**config.mk**
```make
export PLATFORM = sky130hd
export DESIGN_NAME = tap_ir_ctrl
export DESIGN_NICKNAME = d
export VERILOG_FILES = /design/src/rtl/tap_ir_ctrl_pkg.sv /design/src/rtl/tap_ir_ctrl_fsm.sv /design/src/rtl/tap_ir_ctrl.sv
export SDC_FILE = /design/constraint.sdc
export NUM_CORES = 1
export LEC_CHECK = 0
export ABC_AREA = 1
export BUFFER_PORTS_ARGS = -buffer_cell sky130_fd_sc_hd__buf_2
export CORE_UTILIZATION = 51
export CTS_CLUSTER_SIZE = 20
export DETAILED_ROUTE_END_ITERATION = 7
export PLACE_DENSITY = 0.9
export SLEW_MARGIN = 20
export SYNTH_ARGS = -nofsm -noshare
export SYNTH_HDL_FRONTEND = slang
export SYNTH_SLANG_ARGS = --single-unit
```
**constraint.sdc**
```tcl
create_clock -name tck -period 2.2 [get_ports tck]
set_clock_uncertainty 0.15 [all_clocks]
set_input_delay 0.22 -clock tck [delete_from_list [all_inputs] [get_ports tck]]
set_output_delay 0.22 -clock tck [all_outputs]
set_load 0.01 [all_outputs]
```
**src/rtl/tap_ir_ctrl_pkg.sv**
```systemverilog
// Shared JTAG TAP definitions: state encoding, IR capture pattern, opcodes and
// data-register select codes.
package tap_ir_ctrl_pkg;

   // IEEE 1149.1 reference encoding.
   typedef enum logic [3:0] {
      EX2_DR = 4'h0,
      EX1_DR = 4'h1,
      SH_DR  = 4'h2,
      PA_DR  = 4'h3,
      SEL_IR = 4'h4,
      UPD_DR = 4'h5,
      CAP_DR = 4'h6,
      SEL_DR = 4'h7,
      EX2_IR = 4'h8,
      EX1_IR = 4'h9,
      SH_IR  = 4'hA,
      PA_IR  = 4'hB,
      RTI    = 4'hC,
      UPD_IR = 4'hD,
      CAP_IR = 4'hE,
      TLR    = 4'hF
   } tap_state_e;

   // The low two bits are fixed by 1149.1; upper bits are zero-filled to the IR width.
   localparam logic [1:0] IR_CAPTURE = 2'b01;

   localparam logic [4:0] OP_EXTEST = 5'h00;
   localparam logic [4:0] OP_IDCODE = 5'h01;
   localparam logic [4:0] OP_SAMPLE = 5'h02;
   localparam logic [4:0] OP_BYPASS = 5'h1F;

   typedef enum logic [1:0] {
      SEL_BYPASS = 2'd0,
      SEL_IDCODE = 2'd1,
      SEL_BSR    = 2'd2
   } dr_sel_e;

endpackage

```
**src/rtl/tap_ir_ctrl_fsm.sv**
```systemverilog
// 16-state TAP controller: state register, tms-driven next state and
// state-only strobe decode.
module tap_fsm
   import tap_ir_ctrl_pkg::*;
(
   input  logic       tck,
   input  logic       trst,
   input  logic       tms,
   output tap_state_e state,
   output logic       tlr,
   output logic       capture_dr,
   output logic       shift_dr,
   output logic       update_dr
);

   tap_state_e nxt;

   always_ff @(posedge tck) begin
      if (trst) state <= TLR;
      else      state <= nxt;
   end

   always_comb begin
      nxt        = state;
      tlr        = 1'b0;
      capture_dr = 1'b0;
      shift_dr   = 1'b0;
      update_dr  = 1'b0;
      unique case (state)
         TLR:     nxt = tms ? TLR    : RTI;
         RTI:     nxt = tms ? SEL_DR : RTI;
         SEL_DR:  nxt = tms ? SEL_IR : CAP_DR;
         CAP_DR:  nxt = tms ? EX1_DR : SH_DR;
         SH_DR:   nxt = tms ? EX1_DR : SH_DR;
         EX1_DR:  nxt = tms ? UPD_DR : PA_DR;
         PA_DR:   nxt = tms ? EX2_DR : PA_DR;
         EX2_DR:  nxt = tms ? UPD_DR : SH_DR;
         UPD_DR:  nxt = tms ? SEL_DR : RTI;
         SEL_IR:  nxt = tms ? TLR    : CAP_IR;
         CAP_IR:  nxt = tms ? EX1_IR : SH_IR;
         SH_IR:   nxt = tms ? EX1_IR : SH_IR;
         EX1_IR:  nxt = tms ? UPD_IR : PA_IR;
         PA_IR:   nxt = tms ? EX2_IR : PA_IR;
         EX2_IR:  nxt = tms ? UPD_IR : SH_IR;
         UPD_IR:  nxt = tms ? SEL_DR : RTI;
         default: nxt = TLR;
      endcase
      // Strobes look at the registered state only so they never glitch with tms.
      tlr        = (state == TLR);
      capture_dr = (state == CAP_DR);
      shift_dr   = (state == SH_DR);
      update_dr  = (state == UPD_DR);
   end

endmodule

```
**src/rtl/tap_ir_ctrl.sv**
```systemverilog
// TAP controller top: FSM plus the instruction register shift/update path and
// the registered tdo/tdo_oe mux.
module tap_ir_ctrl
   import tap_ir_ctrl_pkg::*;
#(
   parameter int               width     = 5,
   parameter logic [width-1:0] idcode_op = width'(5'h01)
) (
   input  logic             tck,
   input  logic             trst,
   input  logic             tms,
   input  logic             tdi,
   input  logic             dr_tdo,
   output logic             tdo,
   output logic             tdo_oe,
   output logic [width-1:0] ir_out,
   output logic [3:0]       state,
   output logic             tlr,
   output logic             capture_dr,
   output logic             shift_dr,
   output logic             update_dr
);

   localparam logic [width-1:0] IR_CAP = {{(width-2){1'b0}}, IR_CAPTURE};

   tap_state_e       st;
   logic [width-1:0] ir_sh;

   tap_fsm u_fsm (
      .tck        (tck),
      .trst       (trst),
      .tms        (tms),
      .state      (st),
      .tlr        (tlr),
      .capture_dr (capture_dr),
      .shift_dr   (shift_dr),
      .update_dr  (update_dr)
   );

   assign state = st;

   always_ff @(posedge tck) begin
      if (trst) begin
         ir_sh  <= IR_CAP;
         ir_out <= idcode_op;
         tdo    <= 1'b0;
         tdo_oe <= 1'b0;
      end else begin
         // Exit/pause states fall through to default and hold the shifter.
         unique case (st)
            CAP_IR:  ir_sh <= IR_CAP;
            SH_IR:   ir_sh <= {tdi, ir_sh[width-1:1]};
            default: ir_sh <= ir_sh;
         endcase

         if (st == TLR)         ir_out <= idcode_op;
         else if (st == UPD_IR) ir_out <= ir_sh;

         if (st == SH_IR)      tdo <= ir_sh[0];
         else if (st == SH_DR) tdo <= dr_tdo;
         else                  tdo <= 1'b0;

         tdo_oe <= (st == SH_IR) | (st == SH_DR);
      end
   end

endmodule

```
==> run summary <==
TNS Setup: 0 ps
R2R Setup Slk: 850 ps
CTS buffer count: 3
Final #Nets: 130
number of synthesized flops with an enable pin: 0
DP HPWL: 1.044 mm
worst r2r dst: ir_out[4]$_SDFFE_PP0N_
ANT cells: 0
max-slew violation count: 0
via/cell ratio: 5.000
Hold Path Class: input port to register
Routed WL: 1.422 mm
Antenna Nets Post-Route: 0
TritonCTS clock tree: built
clock root buffer: clkbuf_4
multi-input logic area: 337.8 um^2
# rows: 13
Placer Congestion: 0.9096
Cells after DPL: 135
Synth Area in Simple Gates: 39.02%
die width: 39.36 um
fin crit period: 1752 ps
port bufs: 19
#FFs+latches synth: 16
mux cell area share after synthesis: 0%
Reg clk slew, reported paths: 100 ps
clock sinks: 16
global-route wire length before repair: 2.180 mm
ys flop type: dfxtp_1
number of global-route vias before repair: 549
WS Path Type: register to output pin
fmax: 570.8 MHz
Tcrit/Tclk final: 79.64%
Worst Hold Slack: 15.62 ps
Hold Crit Depth: 3
most frequent cell after synthesis: nand2_1
Worst Setup Start Kind: register
Die Area: 1549 um^2
hold buffers post-CTS: 0
Distinct cells, synth: 18
hold_sp: tdi
ys async rst share: 0%
worst setup margin: 447.9 ps
Worst Hold End: ir_sh[4]$_SDFFE_PP0N_
worst vdd ir: 817.3 uV
Worst-Margin Slew: 299.3 ps
Synth area leaders: dfxtp_1 45%, nand2_1 15%, nor2_1 11%, a21oi_1 4.9%, nand3_1 4.9%
fin cells: 139
Ys Warns: 0
Total Routing Usage GR: 21.55%
Routed WL per cell: 10.23 um
worst r2r src: u_fsm.state[3]$_SDFF_PP1_
DRC: 0
syn avg cell area: 6.846 um^2
Seq/Total Area, Yosys: 44.99%
Critical Path Start: u_fsm.state[2]$_SDFF_PP1_
Worst-Skew Late Latency: 290 ps
share of the synthesized area in the top cell type: 44.99%
crit path capture type: output pin
Cell Area, Synth: 711.9 um^2
Final Setup Violations: 0
Synth top cells by count: 29 x nand2_1, 20 x nor2_1, 16 x dfxtp_1
initial antenna violation count: 0
Core ar.: 1301 um^2
1st-iter DRT viols: 20
PD cells: 1373 nW/um^2
main combinational cell family by area after synthesis: simple AND/OR/NAND/NOR gates
drt pass-1 iters: 4
layout cell share with drive strength beyond 1: 23.39%
RSZ-0062 raised after global routing: no
# resized after CTS: 0
Hold Vio Cnt, Final: 0
Adder-Cell Fraction of Synth Area: 0%
CP arrival: 1380 ps
Initial Utilization: 54.71%
Compound-Gate Fraction of Synth Area: 8.436%
slew margin rel.: 80.02%
data required time of the worst path: 1830 ps
synthesized instance count: 104
leading area contributor after synthesis: dfxtp_1
clk buf depth: 2
CP Max Fanout: 9
global route overflow: 0
post-synthesis xor/xnor area fraction: 0%
largest net degree at the start of global routing: 10
worst slack, placed: 789.8 ps
Post CTS Setup Buffer Count: 0
P_leak: 0.4196 nW
Mapped Nets: 109
fill cell count: 107
FF/Latch Area: 320.3 um^2
routed via count: 695
Syn-to-layout area delta: 17.93%
MaxCap Viol Count: 0
status: completed
Worst R2R Path Depth: 5
die height: 39.36 um
I/O pins: 20
H-tree depth: 1
-- registers in the layout, summed over array words and instances (netlist names) --
register and count:
tdo_oe 1, ir_sh 5, u_fsm.state 4, tdo 1, ir_out 5
-- kinds of logic (layout without fill, tap and decap cells) --
kind of cell,after synthesis,count (layout)
DFF,16,16
and+or+nand+nor,65,65
AOI/OAI and AO/OA,12,12
buffers and inverters,11,31
-- final cells by class --
| type | count | area share [%] |
|---|---|---|
| clock buffer | 4 | 4.322 |
| inverter | 8 | 3.726 |
| multi-input combinational | 77 | 40.24 |
| sequential | 16 | 38.15 |
| tap | 15 | 2.235 |
| timing repair buffer | 19 | 11.33 |
-- cell usage in the layout, fill, tap and decap left out, drive strengths merged --
cell type  Yosys  routed
a21oi          7       7
buf            2      19
clkbuf         1       4
clkinv         1       1
dfxtp         16      16
inv            7       7
nand2         30      30
nand3          7       7
nand3b         1       1
nand4          1       1
nor2          23      23
nor3           3       3
o21ai          5       5
-- worst max-delay path, stage by stage, from the launching register on --
cell and delay (ps):
dfxtp_1 490, inv_1 150, nor2_1 190, nand2_1 100, inv_1 50, buf_2 110
-- report_power, final --
| part | internal, mW | leakage, nW | switching [mW] |
|---|---|---|---|
| Sequential | 0.360 | 0.131 | 0.0881 |
| Clock | 0.101 | 0.0210 | 0.0979 |
| Combinational | 0.180 | 0.268 | 0.326 |
-- how the worst max path moves through the flow --
| stage | to | slack (ps) | depth (start not counted) |
|---|---|---|---|
| after floorplan | capture_dr | 900 | 2 |
| after global placement | update_dr | 850 | 5 |
| after detailed placement | update_dr | 790 | 5 |
| after CTS | update_dr | 460 | 5 |
| after global routing | update_dr | 290 | 5 |
| final | update_dr | 450 | 5 |
-- per-layer routing --
| metal | track usage, % | wire (um) | vias up |
|---|---|---|---|
| met1 | 26.74 | 689 | 300 |
| met5 | 0 | 0 | - |
| met4 | 15.52 | 29 | 0 |
| li1 | - | - | 367 |
| met3 | 5.114 | 52 | 4 |
| met2 | 32.08 | 650 | 24 |
-- through the flow --
step           area, um^2  power, mW  utilization (%)
6_report            839.6      1.153            64.52
5_1_grt             839.6      1.248            64.52
4_1_cts             839.6      1.152            64.52
3_5_place_dp        803.3     0.9585            61.73
3_3_place_gp        803.3     0.9515            61.73
2_1_floorplan       711.9     0.8370                -
Note: power is estimated with default switching activity, not from simulation.
